`config.mk`:
```
export PLATFORM = sky130hd
export DESIGN_NAME = param_shift_reg_flat
export DESIGN_NICKNAME = d
export VERILOG_FILES = /design/src/rtl/param_shift_reg_pkg.sv /design/src/rtl/param_shift_reg_if.sv /design/src/rtl/param_shift_reg_stage.sv /design/src/rtl/param_shift_reg.sv /design/src/flat_wrapper.sv
export SDC_FILE = /design/constraint.sdc
export NUM_CORES = 1
export LEC_CHECK = 0
export CORE_AREA = 2 2 87 106
export CTS_CLUSTER_SIZE = 25
export DETAILED_ROUTE_END_ITERATION = 8
export DIE_AREA = 0 0 89 108
export GPL_TIMING_DRIVEN = 0
export PLACE_DENSITY = 0.67
export SYNTH_ARGS = -nofsm -noshare
export SYNTH_HDL_FRONTEND = slang
export SYNTH_HIERARCHICAL = 1
export SYNTH_SLANG_ARGS = --single-unit
```
`constraint.sdc`:
```
create_clock -name Clk -period 2.07 [get_ports Clk]
set_clock_uncertainty 0.1 [all_clocks]
set_input_delay 0.3105 -clock Clk [delete_from_list [all_inputs] [get_ports Clk]]
set_output_delay 0.3105 -clock Clk [all_outputs]
set_load 0.03 [all_outputs]
```
`src/rtl/param_shift_reg_pkg.sv`:
```
// shift_reg_pkg: mode encodings and Fill-width helper shared by the shift register slice
package shift_reg_pkg;

    localparam logic [1:0] MODE_HOLD = 2'b00;
    localparam logic [1:0] MODE_FWD  = 2'b01;
    localparam logic [1:0] MODE_REV  = 2'b10;
    localparam logic [1:0] MODE_LOAD = 2'b11;

    // Fill has to represent 0..DEPTH inclusive.
    function automatic int fill_w(input int depth);
        return $clog2(depth + 1);
    endfunction

endpackage

```
`src/rtl/param_shift_reg_if.sv`:
```
// param_shift_reg_if: control, data and status bundle for param_shift_reg
//   master (driver): En, Mode, Din, Vin, LoadData, [Clr] out; Qout, Vout, QoutRev, VoutRev, Taps, Fill, Full in
//   slave  (block) : the reverse
//   Clr exists only when SHIFT_REG_SCLR_EN is defined.
interface param_shift_reg_if import shift_reg_pkg::*; #(
    parameter int WIDTH = 8,
    parameter int DEPTH = 4
) ();
    logic                        En;
    logic [1:0]                  Mode;
    logic [WIDTH-1:0]            Din;
    logic                        Vin;
    logic [DEPTH*WIDTH-1:0]      LoadData;
`ifdef SHIFT_REG_SCLR_EN
    logic                        Clr;
`endif
    logic [WIDTH-1:0]            Qout;
    logic                        Vout;
    logic [WIDTH-1:0]            QoutRev;
    logic                        VoutRev;
    logic [DEPTH*WIDTH-1:0]      Taps;
    logic [fill_w(DEPTH)-1:0]    Fill;
    logic                        Full;

    modport master (
        output En, Mode, Din, Vin, LoadData,
`ifdef SHIFT_REG_SCLR_EN
        output Clr,
`endif
        input  Qout, Vout, QoutRev, VoutRev, Taps, Fill, Full
    );

    modport slave (
        input  En, Mode, Din, Vin, LoadData,
`ifdef SHIFT_REG_SCLR_EN
        input  Clr,
`endif
        output Qout, Vout, QoutRev, VoutRev, Taps, Fill, Full
    );
endinterface

```
`src/rtl/param_shift_reg_stage.sv`:
```
// shift_stage: one WIDTH-bit data register plus valid bit with async reset and load enable
//   Clk, Reset : clock, async active-high reset
//   en         : capture d/vd on the rising edge
//   d, vd      : selected next data / valid
//   q, v       : registered data / valid
module shift_stage import shift_reg_pkg::*; #(
    parameter int WIDTH = 8
) (
    input  logic             Clk,
    input  logic             Reset,
    input  logic             en,
    input  logic [WIDTH-1:0] d,
    input  logic             vd,
    output logic [WIDTH-1:0] q,
    output logic             v
);
    always_ff @(posedge Clk or posedge Reset)
        if (Reset) begin
            q <= '0;
            v <= 1'b0;
        end else if (en) begin
            q <= d;
            v <= vd;
        end
endmodule

```
`src/rtl/param_shift_reg.sv`:
```
// param_shift_reg: DEPTH-stage WIDTH-bit shift register with valid bits, forward/reverse shift, parallel load, hold
//   Clk, Reset : clock, async active-high reset
//   bus        : param_shift_reg_if slave (En, Mode, Din, Vin, LoadData, [Clr] in; Qout, Vout, QoutRev, VoutRev, Taps, Fill, Full out)
//   SHIFT_REG_SCLR_EN : adds synchronous clear Clr, which beats En and Mode
module param_shift_reg import shift_reg_pkg::*; #(
    parameter int WIDTH = 8,
    parameter int DEPTH = 4
) (
    input  logic             Clk,
    input  logic             Reset,
    param_shift_reg_if.slave bus
);
    localparam int FW = fill_w(DEPTH);

    logic [DEPTH*WIDTH-1:0] taps, fwd, rev, nd;
    logic [DEPTH-1:0]       v, vf, vr, nv;
    logic [FW-1:0]          fill;
    logic                   clr, adv;

`ifdef SHIFT_REG_SCLR_EN
    assign clr = bus.Clr;
`else
    assign clr = 1'b0;
`endif

    // Neighbour images: forward pulls from the stage below (Din into stage 0),
    // reverse pulls from the stage above (Din into stage DEPTH-1).
    assign fwd = {taps[(DEPTH-1)*WIDTH-1:0], bus.Din};
    assign rev = {bus.Din, taps[DEPTH*WIDTH-1:WIDTH]};
    assign vf  = {v[DEPTH-2:0], bus.Vin};
    assign vr  = {bus.Vin, v[DEPTH-1:1]};

    assign adv = clr | (bus.En & (bus.Mode != MODE_HOLD));

    always_comb begin
        nd = clr ? '0 : bus.Mode == MODE_FWD ? fwd : bus.Mode == MODE_REV ? rev : bus.LoadData;
        nv = clr ? '0 : bus.Mode == MODE_FWD ? vf  : bus.Mode == MODE_REV ? vr  : '1;
    end

    for (genvar g = 0; g < DEPTH; g++) begin : g_stage
        shift_stage #(.WIDTH(WIDTH)) u_stage (
            .Clk   (Clk),
            .Reset (Reset),
            .en    (adv),
            .d     (nd[g*WIDTH +: WIDTH]),
            .vd    (nv[g]),
            .q     (taps[g*WIDTH +: WIDTH]),
            .v     (v[g])
        );
    end

    always_comb begin
        fill = '0;
        for (int i = 0; i < DEPTH; i++)
            fill = fill + FW'(v[i]);
    end

    assign bus.Qout    = taps[(DEPTH-1)*WIDTH +: WIDTH];
    assign bus.Vout    = v[DEPTH-1];
    assign bus.QoutRev = taps[WIDTH-1:0];
    assign bus.VoutRev = v[0];
    assign bus.Taps    = taps;
    assign bus.Fill    = fill;
    assign bus.Full    = fill == FW'(DEPTH);
endmodule

```
`src/flat_wrapper.sv`:
```
// flat-port wrapper written by rule: the top's interface ports become plain ports
module param_shift_reg_flat import shift_reg_pkg::*;
#(
    parameter int WIDTH = 8,
    parameter int DEPTH = 4
)
  (Clk, Reset, bus_En, bus_Mode, bus_Din, bus_Vin, bus_LoadData, bus_Qout, bus_Vout, bus_QoutRev, bus_VoutRev, bus_Taps, bus_Fill, bus_Full);
  param_shift_reg_if #(.WIDTH(WIDTH), .DEPTH(DEPTH)) bus_i ();
  input  logic Clk;
  input  logic Reset;
  input wire logic [$bits(bus_i.En)-1:0] bus_En;
  input wire logic [$bits(bus_i.Mode)-1:0] bus_Mode;
  input wire logic [$bits(bus_i.Din)-1:0] bus_Din;
  input wire logic [$bits(bus_i.Vin)-1:0] bus_Vin;
  input wire logic [$bits(bus_i.LoadData)-1:0] bus_LoadData;
  output wire logic [$bits(bus_i.Qout)-1:0] bus_Qout;
  output wire logic [$bits(bus_i.Vout)-1:0] bus_Vout;
  output wire logic [$bits(bus_i.QoutRev)-1:0] bus_QoutRev;
  output wire logic [$bits(bus_i.VoutRev)-1:0] bus_VoutRev;
  output wire logic [$bits(bus_i.Taps)-1:0] bus_Taps;
  output wire logic [$bits(bus_i.Fill)-1:0] bus_Fill;
  output wire logic [$bits(bus_i.Full)-1:0] bus_Full;
  assign bus_i.En = bus_En;
  assign bus_i.Mode = bus_Mode;
  assign bus_i.Din = bus_Din;
  assign bus_i.Vin = bus_Vin;
  assign bus_i.LoadData = bus_LoadData;
  assign bus_Qout = bus_i.Qout;
  assign bus_Vout = bus_i.Vout;
  assign bus_QoutRev = bus_i.QoutRev;
  assign bus_VoutRev = bus_i.VoutRev;
  assign bus_Taps = bus_i.Taps;
  assign bus_Fill = bus_i.Fill;
  assign bus_Full = bus_i.Full;
  param_shift_reg #(.WIDTH(WIDTH), .DEPTH(DEPTH)) u_core (.Clk(Clk), .Reset(Reset), .bus(bus_i));
endmodule
```
==> results of run 1 <==
## worst paths after layout
check                                               start                             end  slack, ns  cells past startpoint
hold reg to reg            u_core/g_stage[3].u_stage/q[7]  u_core/g_stage[3].u_stage/q[7]       0.47                      1
min in group Clk           u_core/g_stage[3].u_stage/q[7]  u_core/g_stage[3].u_stage/q[7]       0.47                      1
max in group asynchronous                           Reset     u_core/g_stage[1].u_stage/v       1.27                      2
setup reg to reg           u_core/g_stage[2].u_stage/q[4]  u_core/g_stage[1].u_stage/q[4]       0.65                      3
setup / recovery              u_core/g_stage[1].u_stage/v                        bus_Full      -0.20                      5
hold / removal                                      Reset     u_core/g_stage[2].u_stage/v       0.32                      2
## final cells by class
class,instances,area share
Buffer,35,0.0692
Clock buffer,8,0.0238
Inverter,4,0.00397
Multi-Input combinational cell,115,0.362
Sequential cell,36,0.239
Tap cell,117,0.0388
Timing Repair Buffer,100,0.263
## sequential cells by signal, summed over array words and instances, names as in the netlist
| signal | flops |
|---|---|
| u_core/g_stage.u_stage/q | 32 |
| u_core/g_stage.u_stage/v | 4 |
## logic make-up after synthesis
| group | synth area share |
|---|---|
| multiplexers | 0.252 |
| buffers and inverters | 0.110 |
| flip-flops | 0.360 |
| AO/OA/AOI/OAI | 0.147 |
| AND/OR/NAND/NOR | 0.109 |
| adder cells (fa/ha/maj) | 0.0180 |
| XOR/XNOR | 0.00350 |
## worst max-delay path: cells and delay by family, from the launching register on
| kind | cells | cell delay, ns |
|---|---|---|
| fa+ha+maj | 3 | 0.84 |
| simple gates | 1 | 0.17 |
| buf+inv | 1 | 0.15 |
| flops | 1 | 0.43 |
## per-layer routing
metal / routed length [um] / part of all wire / GRT usage / up-vias
li1: - / - / - / 927
met5: 0 / 0 / 0 / -
met3: 381 / 0.054 / 0.0282 / 2
met4: 39 / 0.0056 / 0.0288 / 0
met2: 3690 / 0.53 / 0.269 / 55
met1: 2900 / 0.41 / 0.193 / 933
## layout by cell type (no fill, tap or decap), types with 4 or more instances in the layout
cell type,instances
o22a_1,4
clkdlybuf4s50_1,94
buf_6,8
dfrtp_1,34
clkbuf_8,6
inv_1,4
buf_2,9
o221a_2,29
clkbuf_1,4
mux2_4,36
buf_4,21
mux2i_1,9
or3b_1,29
## what timing repair did
| action | CTS | global route |
|---|---|---|
| resized for setup | 25 | 3 |
| pin swaps | 2 | 1 |
| buffers inserted | 1 | 1 |
| setup endpoints to repair | 4 | 4 |
| gates cloned | 0 | 0 |
## stage by stage
step                      instance area [um^2]  setup WS [ns]  utilization
after CTS                                 3760         -0.231        0.442
after global placement                    3670         -0.475        0.431
after global routing                      3780         -0.241        0.443
final                                     3780         -0.202        0.443
after detailed placement                  3670         -0.472        0.431
after floorplan                           2540        -0.0534            -
## power breakdown
| part | switching (mW) | internal [mW] |
|---|---|---|
| sequential | 0.188 | 0.856 |
| clock | 0.229 | 0.271 |
| combinational | 0.842 | 0.966 |
| total | 1.26 | 2.09 |
==> summary.md, run 1 <==
| Metric | Value |
|---|---|
| Clock sink count | `36` |
| Register area share after synthesis | `0.360` |
| # Max-Cap Violations | `0` |
| Via count | `1917` |
| Final hold violations | `0` |
| Final worst setup slack | `-0.202 ns` |
| Die W | `89 um` |
| Die outline area | `9610 um^2` |
| Startpoint Class | `flip-flop` |
| Least-Margin Pin Slew | `0.374 ns` |
| Part of the cycle the worst path needs | `1.10` |
| Crit path capture type | `output pin` |
| Number of global-route vias before repair | `2117` |
| Row count | `37` |
| CTS clk-pin slew, worst paths | `0.07 ns` |
| Crit-path max FO | `2` |
| RSZ-0062 raised after global routing | `true` |
| Synth area leader | `dfrtp_1` |
| Synth top area cells | `dfrtp_1, mux2_4, o221a_2, or3b_1, buf_4` |
| Post-synth net total | `239` |
| Antenna Cells | `0` |
| Leakage | `1.57 nW` |
| WHS | `0.317 ns` |
| Slew Viols, Final | `0` |
| Rel. slew slack | `0.751` |
| CP max stage cell | `dfrtp_2` |
| Synthesized area per cell | `13.2 um^2` |
| Worst skew pair latency | `0.28 ns` |
| CTS HTree Levels | `2` |
| Max rail drop VDD | `0.396 mV` |
| Worst EP arrival | `1.86 ns` |
| Multi-input logic area | `1370 um^2` |
| Area grow syn2layout | `50.8%` |
| Ports | `100` |
| Sum Neg Setup Slack | `-0.413 ns` |
| Total gr overflow | `0` |
| Number of distinct library cells after synthesis | `18` |
| Critical path required time | `1.66 ns` |
| Die height | `108 um` |
| TritonRoute pass-1 iters | `4` |
| TritonCTS clock tree | `yes` |
| Post-DP HPWL | `5.87 mm` |
| Number of enable flip-flop cells after synthesis | `0` |
| Violated checks | `negative setup slack` |
| Hold_buf cts | `0` |
| Initial DRC Count | `102` |
| Share of the synthesized area in the top cell type | `0.360` |
| Gpl congestion | `0.782` |
| Antenna viol nets, final | `0` |
| CTS root buf | `clkbuf_8` |
| Initial Util | `0.294` |
| Nets | `346` |
| Cell repeated most along the worst path | `ha_4` |
| Worst hold path class | `primary input to async pin` |
| Fin crit period | `2.27 ns` |
| Storage cell area | `903 um^2` |
| PD cells | `888 nW/um^2` |
| Synth Register Bits | `36` |
| Gr usage total | `0.152` |
| WL per Instance | `16.9 um` |
| CTS max path bufs | `2` |
| Initial antenna violation count | `0` |
| TritonCTS buffer count | `5` |
| Critical path class | `flip-flop to output pin` |
| Post-synthesis cell count | `190` |
| Final wirelength | `7.02 mm` |
| Status | `finished, violations left` |
| FILL cells | `816` |
| Final non-filler cell total | `415` |
| Routed vias/inst | `4.62` |
| Total power | `3.35 mW` |
| Synthesis Warnings | `6` |
| Endpoints failing setup | `3` |
| Placed Cells | `405` |
| Async S/R FF share, synth | `1.00` |
| Global-route wire length before repair | `11.3 mm` |
| Ratio of cells with drive above 1 in the final layout | `0.389` |
| DRC viols | `0` |
| Placeable Area | `8520 um^2` |
| Synth Flop Type | `dfrtp_1` |
| Area of the mapped netlist | `2500 um^2` |
| IO Port Bufs | `98` |
| Commonest cells in the netlist | `dfrtp_1, mux2_4, o221a_2, or3b_1, buf_4` |
| Crit-path cells | `ha_4 > fa_2 > ha_4 > nor3b_4 > buf_6` |
| CP max stage delay | `0.43 ns` |
| Pin count of the biggest net entering global routing | `11` |
| F_max | `440 MHz` |
(Power assumes the default switching activity.)
==> inputs of run 2 (changes only) <==
- CAP_MARGIN: not set -> 10
==> results of run 2 <==
Same layout as run 1: the final DEF is identical, and so are final timing and power.
